<file path="config.mk">
export PLATFORM = sky130hd
export DESIGN_NAME = mem_stage_sram
export DESIGN_NICKNAME = d
export VERILOG_FILES = /design/src/rtl/arm_pkg.sv /design/src/rtl/sram_ctrl.sv /design/src/rtl/mem_stage_sram.sv
export SDC_FILE = /design/constraint.sdc
export NUM_CORES = 1
export LEC_CHECK = 0
export ABC_AREA = 1
export ABC_CLOCK_PERIOD_IN_PS = 1820
export BUFFER_PORTS_ARGS = -buffer_cell sky130_fd_sc_hd__buf_4
export CAP_MARGIN = 15
export CORE_UTILIZATION = 39
export CTS_CLUSTER_DIAMETER = 30
export DETAILED_ROUTE_END_ITERATION = 8
export PLACE_DENSITY_LB_ADDON = 0.08
export SLEW_MARGIN = 20
export SYNTH_ARGS = -nofsm -noshare
export SYNTH_HDL_FRONTEND = slang
export SYNTH_SLANG_ARGS = --single-unit
</file>
<file path="constraint.sdc">
create_clock -name clk -period 1.82 [get_ports clk]
set_input_delay 0.364 -clock clk [delete_from_list [all_inputs] [get_ports clk]]
set_output_delay 0.364 -clock clk [all_outputs]
set_load 0.02 [all_outputs]
</file>
<file path="src/rtl/arm_pkg.sv">
// Shared definitions for the ARM pipeline memory stage: SRAM bus width, default
// base address and the half-word transfer FSM encoding.
package arm_pkg;

  localparam int unsigned SRAM_DATA_W       = 16;
  localparam logic [31:0] DEFAULT_BASE_ADDR = 32'd1024;

  typedef enum logic [1:0] {
    StIdle,
    StLo,
    StHi,
    StDone
  } sram_state_e;

endpackage

</file>
<file path="src/rtl/sram_ctrl.sv">
// Word access to a 16-bit SRAM as two half-word phases (low, then high), each held
// on the bus for WAIT_CYCLES cycles; captures read data into a 32-bit register.
module sram_ctrl
  import arm_pkg::*;
#(
  parameter int unsigned SRAM_ADDR_W = 18,
  parameter int unsigned WAIT_CYCLES = 2
) (
  input  logic                   clk_i,
  input  logic                   rst_i,
  input  logic                   req_i,
  input  logic                   wr_i,
  input  logic [SRAM_ADDR_W-2:0] idx_i,
  input  logic [31:0]            wdata_i,
  output logic                   done_o,
  output logic [31:0]            rdata_o,
  output logic [SRAM_ADDR_W-1:0] sram_addr_o,
  output logic [SRAM_DATA_W-1:0] sram_dq_out_o,
  output logic                   sram_dq_oe_o,
  input  logic [SRAM_DATA_W-1:0] sram_dq_in_i,
  output logic                   sram_we_n_o
);

  localparam int unsigned     CntW    = (WAIT_CYCLES > 2) ? $clog2(WAIT_CYCLES) : 1;
  localparam logic [CntW-1:0] CntLast = CntW'(WAIT_CYCLES - 1);

  sram_state_e     state_q, state_d;
  logic [CntW-1:0] cnt_q, cnt_d;
  logic [31:0]     rdata_q, rdata_d;
  logic            last;

  assign last = (cnt_q == CntLast);

  always_comb begin
    state_d       = state_q;
    cnt_d         = cnt_q;
    rdata_d       = rdata_q;
    sram_addr_o   = '0;
    sram_dq_out_o = '0;
    sram_dq_oe_o  = 1'b0;
    sram_we_n_o   = 1'b1;

    unique case (state_q)
      StIdle: begin
        if (req_i) begin
          state_d = StLo;
          cnt_d   = '0;
        end
      end
      StLo: begin
        sram_addr_o   = {idx_i, 1'b0};
        sram_dq_out_o = wdata_i[15:0];
        sram_dq_oe_o  = wr_i;
        // Strobe released on the final cycle so address/data outlast we_n.
        sram_we_n_o   = ~(wr_i & ~last);
        if (last) begin
          state_d = StHi;
          cnt_d   = '0;
          if (!wr_i) rdata_d[15:0] = sram_dq_in_i;
        end else begin
          cnt_d = cnt_q + 1'b1;
        end
      end
      StHi: begin
        sram_addr_o   = {idx_i, 1'b1};
        sram_dq_out_o = wdata_i[31:16];
        sram_dq_oe_o  = wr_i;
        sram_we_n_o   = ~(wr_i & ~last);
        if (last) begin
          state_d = StDone;
          cnt_d   = '0;
          if (!wr_i) rdata_d[31:16] = sram_dq_in_i;
        end else begin
          cnt_d = cnt_q + 1'b1;
        end
      end
      StDone: begin
        state_d = StIdle;
      end
      default: begin
        state_d = StIdle;
      end
    endcase
  end

  always_ff @(posedge clk_i) begin
    if (rst_i) begin
      state_q <= StIdle;
      cnt_q   <= '0;
      rdata_q <= '0;
    end else begin
      state_q <= state_d;
      cnt_q   <= cnt_d;
      rdata_q <= rdata_d;
    end
  end

  assign done_o  = (state_q == StDone);
  assign rdata_o = rdata_q;

endmodule

</file>
<file path="src/rtl/mem_stage_sram.sv">
// Pipeline memory stage: maps byte addresses onto SRAM word slots, stalls the
// pipeline while an LDR/STR is in flight and passes EXE/MEM fields to MEM/WB.
module mem_stage_sram
  import arm_pkg::*;
#(
  parameter logic [31:0] BASE_ADDR   = DEFAULT_BASE_ADDR,
  parameter int unsigned SRAM_ADDR_W = 18,
  parameter int unsigned WAIT_CYCLES = 2
) (
  input  logic                   clk,
  input  logic                   rst,
  input  logic                   WB_EN,
  input  logic                   MEM_R_EN,
  input  logic                   MEM_W_EN,
  input  logic [31:0]            ALU_Res,
  input  logic [31:0]            Val_Rm,
  input  logic [3:0]             Dest,
  output logic                   ready,
  output logic                   WB_EN_out,
  output logic                   MEM_R_EN_out,
  output logic [31:0]            ALU_Res_out,
  output logic [3:0]             Dest_out,
  output logic [31:0]            Mem_Data,
  output logic [SRAM_ADDR_W-1:0] sram_addr,
  output logic [SRAM_DATA_W-1:0] sram_dq_out,
  output logic                   sram_dq_oe,
  input  logic [SRAM_DATA_W-1:0] sram_dq_in,
  output logic                   sram_we_n
);

  logic [31:0]            off;
  logic [SRAM_ADDR_W-2:0] idx;
  logic                   req;
  logic                   done;
  logic                   unused_off;

  // Offset wraps modulo 2^32; byte-within-word bits are dropped.
  assign off        = ALU_Res - BASE_ADDR;
  assign idx        = off[SRAM_ADDR_W:2];
  assign unused_off = ^{off[31:SRAM_ADDR_W+1], off[1:0]};

  assign req   = MEM_R_EN | MEM_W_EN;
  assign ready = ~req | done;

  assign WB_EN_out    = WB_EN;
  assign MEM_R_EN_out = MEM_R_EN;
  assign ALU_Res_out  = ALU_Res;
  assign Dest_out     = Dest;

  sram_ctrl #(
    .SRAM_ADDR_W (SRAM_ADDR_W),
    .WAIT_CYCLES (WAIT_CYCLES)
  ) u_sram_ctrl (
    .clk_i         (clk),
    .rst_i         (rst),
    .req_i         (req),
    .wr_i          (MEM_W_EN),
    .idx_i         (idx),
    .wdata_i       (Val_Rm),
    .done_o        (done),
    .rdata_o       (Mem_Data),
    .sram_addr_o   (sram_addr),
    .sram_dq_out_o (sram_dq_out),
    .sram_dq_oe_o  (sram_dq_oe),
    .sram_dq_in_i  (sram_dq_in),
    .sram_we_n_o   (sram_we_n)
  );

endmodule

</file>
; Yosys cells after proc, flatten, opt, wreduce, memory -nomap -nowiden
; Cells that the tools add are included.
[totals]
regBits = 35
in_bits = 89
out_inout_bits = 107
wordCells = 37
[classes]
add_sub_neg = 2
n_eq_ne = 6
muxes = 11
bitwise_logic = 7
reduce_logical = 7
[op_table]
columns = cell, count
row1 = $pmux W18 S2, 1
row2 = $pmux W16 S2, 1
row3 = $sub A19 B11 Y19 const B, 1
row4 = $reduce_and A3 Y1, 3
row5 = $pmux W2 S4, 1
row6 = $mux W2, 3
row7 = $eq A2 B2 Y1 const B, 2
row8 = $mux W1, 4
row9 = $ne A2 B1 Y1 const B, 2
row10 = $not A1 Y1, 4
row11 = $eq A2 B1 Y1 const B, 1
row12 = $logic_not A2 Y1, 1
row13 = $ne A2 B2 Y1 const B, 1
row14 = $or A1 B1 Y1, 2
row15 = $pmux W1 S2, 1
row16 = $reduce_and A2 Y1, 1
row17 = $reduce_bool A2 Y1, 1
row18 = $reduce_or A2 Y1, 1
row19 = $add A1 B1 Y1 const B, 1
row20 = $and A1 B1 Y1, 1

; Logic depth before layout (Yosys ltp)
[logic_depth]
depth_word = 4
ltp_mapped = 7
ltp_nobuf = 7

; Hierarchy
; A second synthesis with hierarchy kept.
[hier_totals]
cells_unflattened = 350
hier_area_um2 = 2432.3
[modules_own_cells]
columns = module, n_inst, cells_per_inst, area_per_inst_um2
row1 = sram_ctrl, 1, 270, 1949.4
row2 = mem_stage_sram, 1, 80, 483.0

; Worst setup path before layout
; Ideal clock, no wire load.
[synth_path]
kind = reg-to-output
startpoint = register u_sram_ctrl.state_q[0]
endpoint = output port sram_dq_out[0]
arrival_ps = 1524
path_slack_ps = -68
stages_incl_launch_ff = 7
path_cell_list = dfxtp_1 > inv_1 > ha_1 > buf_4 > buf_2 > nand2_1 > a21oi_1
[synth_via]
elab_chain_cells = 2
word_cells_on_any_way = 3
cone_classes = eq/ne (2) / mux (1)
[synth_rtl]
columns = item, line_no
row1 = start: declaration, sram_ctrl.sv:27  ; sram_state_e state_q, state_d;
row2 = start signal: assignment, sram_ctrl.sv:88  ; state_q <= StIdle;
row3 = start signal: assignment, sram_ctrl.sv:92  ; state_q <= state_d;
row4 = $eq A2 B2 Y1 or $eq A2 B1 Y1 (tied branches), sram_ctrl.sv:43  ; unique case (state_q)
row5 = $pmux W16 S2 (*), sram_ctrl.sv:43
row6 = end: declaration, mem_stage_sram.sv:25  ; output logic [SRAM_DATA_W-1:0] sram_dq_out,
; Mark *: on every way between the ends. The rest lies on a longest branch, timed or not.

; Worst setup path after layout
[layout_path]
startpoint = register u_sram_ctrl.state_q[0]
endpoint = output port sram_addr[8]
[layout_via]
elab_chain_cells = 2
word_cells_on_any_way = 3
cone_classes = eq/ne (2) / mux (1)
[layout_rtl]
columns = item, line_no
row1 = $eq A2 B2 Y1 or $eq A2 B1 Y1 (tied branches), sram_ctrl.sv:43
row2 = $pmux W18 S2 (*), sram_ctrl.sv:43
row3 = end: declaration, mem_stage_sram.sv:24  ; output logic [SRAM_ADDR_W-1:0] sram_addr,
; Marked as above.

==> results.tsv <==
stage	metric	value	unit
critical_path	crit path capture type	output pin	
critical_path	Required @ worst endpoint	1460	ps
power_and_ir_drop	Pwr Total	3.79	mW
sta	Slew headroom	66.4	%
floorplanning	area of the die	0.00620	mm²
layout	layout cells sized above 1	52.0	%
cts	CTS buffer count	5	
synthesis	area share of the largest cell type after synthesis	30.5	%
place	Final HPWL DP	5010	µm
synthesis	Yosys warnings	0	
cts	clk sinks	35	
place	Routability Congestion	0.843	
detailed_routing	residual DRC count	0	
place	Post-DP Area	0.00329	mm²
sta	Worst-Margin Slew	504	ps
layout	fill count	522	
floorplanning	Initial Util	41.0	%
synthesis	dominant cells by area after synthesis	dfxtp_1 (31%), buf_4 (13%), inv_1 (9.0%)	
layout	# diodes	0	
cts	Clock transition at path regs	70	ps
sta	RSZ-0062 raised after global routing	true	
critical_path	reg2reg path depth	7	
synthesis	synth unique cells	19	
cts	Worst-Skew Late Latency	290	ps
sta	Final WS setup	-82.9	ps
synthesis	compound-gate portion of the synthesized area	24.1	%
synthesis	dominant cell type by area after synthesis	dfxtp_1	
status	failing checks	setup timing	
floorplanning	Die Wd	78.8	µm
sta	clock skew	8.11	ps
detailed_routing	Routed WL	6600	µm
critical_path	Arr. time, crit path	1540	ps
sta	period utilization	105	%
grt	total gr overflow	0	
layout	final instance count without filler cells	530	
detailed_routing	Routed WL per cell	12.5	µm
sta	Fin. Hold Viols	0	
cts	cts hold-fix bufs	0	
synthesis	post-synthesis net count	428	
synthesis	synthesized flop and latch total	35	
synthesis	average size of a mapped cell	6.90	µm²
critical_path	critical-path cell list	buf_4 -> ha_4 -> o21ai_2 -> buf_6 -> buf_8 -> nor2_2 -> buf_4	
floorplanning	IO Pins	196	
synthesis	Seq/Total Area, Yosys	30.5	%
power_and_ir_drop	leakage	1.67	nW
sta	min Tclk post-route	1900	ps
place	Placed Instances	516	
sta	fin. max-slew vios	0	
detailed_routing	vias per cell	4.57	
grt	pin count of the biggest net entering global routing	35	
min_path	worst hold path class	primary input to flop	
critical_path	R2R Path Start	u_sram_ctrl.state_q[1]$_SDFFE_PP0P_	
floorplanning	# rows	27	
grt	GRT Resource Usage Total	21.0	%
detailed_routing	First-pass DRT Iterations	4	
critical_path	Critical Path End	sram_addr[8]	
synthesis	Syn Std Cell Area	0.00230	mm²
cts	H-tree depth	2	
sta	Max Freq	526	MHz
synthesis	Cells after Synth	333	
critical_path	maximum net fanout on the critical path	6	
critical_path	CP max stage delay	340	ps
critical_path	Reg2Reg Setup Slack	280	ps
floorplanning	die height	78.8	µm
layout	Finished Cell Area	0.00360	mm²
detailed_routing	initial DRC count	66	
sta	final setup fails	20	
floorplanning	Core Region	0.00561	mm²
synthesis	largest family of logic cells by synthesized area	buffers and inverters	
grt	initial antenna violation count	0	
synthesis	simple-gate share of the synthesized area	15.0	%
synthesis	Post-Synth Adder-Cell Area	3.27	%
sta	Fin Setup TNS	-1180	ps
cts	clk root buf	clkbuf_8	
layout	area grow syn2layout	56.6	%
critical_path	kind of critical path	flop to output pin	
synthesis	area share of xor/xnor cells in the synthesized design	0	%
grt	vias in the first global route	2246	
layout	Final Util	64.2	%
synthesis	multiplexer share of the synthesized area	0	%
critical_path	CP Launch Point	u_sram_ctrl.state_q[0]$_SDFFE_PP0P_	
power_and_ir_drop	power density over the cells	1050	mW/mm²
status	status	finished with violations	
critical_path	reg2reg end	u_sram_ctrl.rdata_o[30]$_SDFFE_PP0P_	
detailed_routing	Routed Antenna Nets	0	
power_and_ir_drop	Max VDD drop	0.618	mV
place	IO buf count	155	
critical_path	startpoint types	flop	
sta	Hold Worst Slack	248	ps
cts	CTS tree	done	
place	Place WS	66.4	ps
critical_path	CP max-delay cell	dfxtp_2	
cts	Longest Clk Path Bufs	2	
critical_path	most frequent CP cell	buf_4	
detailed_routing	via count	2421	
run	Max Cap Viol	0	
grt	first-pass GRT wire length	10400	µm
layout	fin nets	552	
-- worst min-delay path by stage --
stage | start | endpoint | cells after the start
2_1_floorplan | rst | u_sram_ctrl.state_q[1]$_SDFFE_PP0P_ | 1
3_3_place_gp | u_sram_ctrl.rdata_o[22]$_SDFFE_PP0P_ | u_sram_ctrl.rdata_o[22]$_SDFFE_PP0P_ | 2
3_5_place_dp | u_sram_ctrl.rdata_o[0]$_SDFFE_PP0P_ | u_sram_ctrl.rdata_o[0]$_SDFFE_PP0P_ | 2
4_1_cts | rst | u_sram_ctrl.state_q[1]$_SDFFE_PP0P_ | 2
5_1_grt | rst | u_sram_ctrl.state_q[1]$_SDFFE_PP0P_ | 2
6_report | rst | u_sram_ctrl.state_q[1]$_SDFFE_PP0P_ | 2
-- cells in the final DEF, fill, tap and decap left out, drive strengths merged, types with 5 or more instances in the layout --
master  count
buf       170
dfxtp      35
inv        59
ha          6
nor2       24
nand2      50
clkbuf      5
nand3       9
o21ai      39
a21oi      56
-- layer usage --
layer,wire length (µm),track usage (%),vias to the layer above
met1,2570,22.4,1060
met2,3470,39.7,84
met3,450,5.06,15
li1,-,-,1262
met5,0,0,-
met4,108,7.04,0
-- layout make-up --
cell class                      count  area (µm²)  area share, %
Multi-Input combinational cell    186        1090           30.3
Tap cell                           72        90.1           2.50
Sequential cell                    35         703           19.5
Clock buffer                        5        68.8           1.91
Timing Repair Buffer              170        1350           37.4
Clock inverter                      3        67.6           1.88
Inverter                           59         231           6.43
-- registers in the layout, summed over array words and instances (netlist names) --
| register | flops |
|---|---|
| u_sram_ctrl.rdata_o | 32 |
| u_sram_ctrl.cnt_q | 1 |
| u_sram_ctrl.state_q | 2 |
-- synthesized netlist by cell type, drive strengths merged --
cell type and count:
ha 6, clkbuf 3, nor2 24, nand2 50
inv 59, o21ai 39, a21oi 56, nand3 9
or2 2, dfxtp 35, buf 50
-- power by group --
part | switching (mW) | total [mW] | internal, mW
clock | 0.289 | 0.835 | 0.546
combinational | 1.14 | 2.05 | 0.907
sequential | 0.0602 | 0.912 | 0.852
total | 1.49 | 3.79 | 2.31
-- critical path, delay by kind of cell (launching register included) --
family,cells,cell delay (ps)
AO/OA/AOI/OAI,1,140
adder cells (fa/ha/maj),1,170
buffers and inverters,4,570
flip-flops,1,340
AND/OR/NAND/NOR,1,40
-- cells by family (layout without fill, tap and decap cells) --
family / Yosys count / in the layout
buffers and inverters: 112 / 237
AO/OA/AOI/OAI: 95 / 95
AND/OR/NAND/NOR: 85 / 85
flip-flops: 35 / 35
adder cells (fa/ha/maj): 6 / 6
-- repair_timing --
action	in CTS	in global routing
buffers inserted	4	2
resized for setup	20	15
endpoints found under the setup margin	35	34
gates cloned	0	0
pin swaps	3	1
endpoints found under the hold margin	0	0
Note: power is estimated with default switching activity, not from simulation.
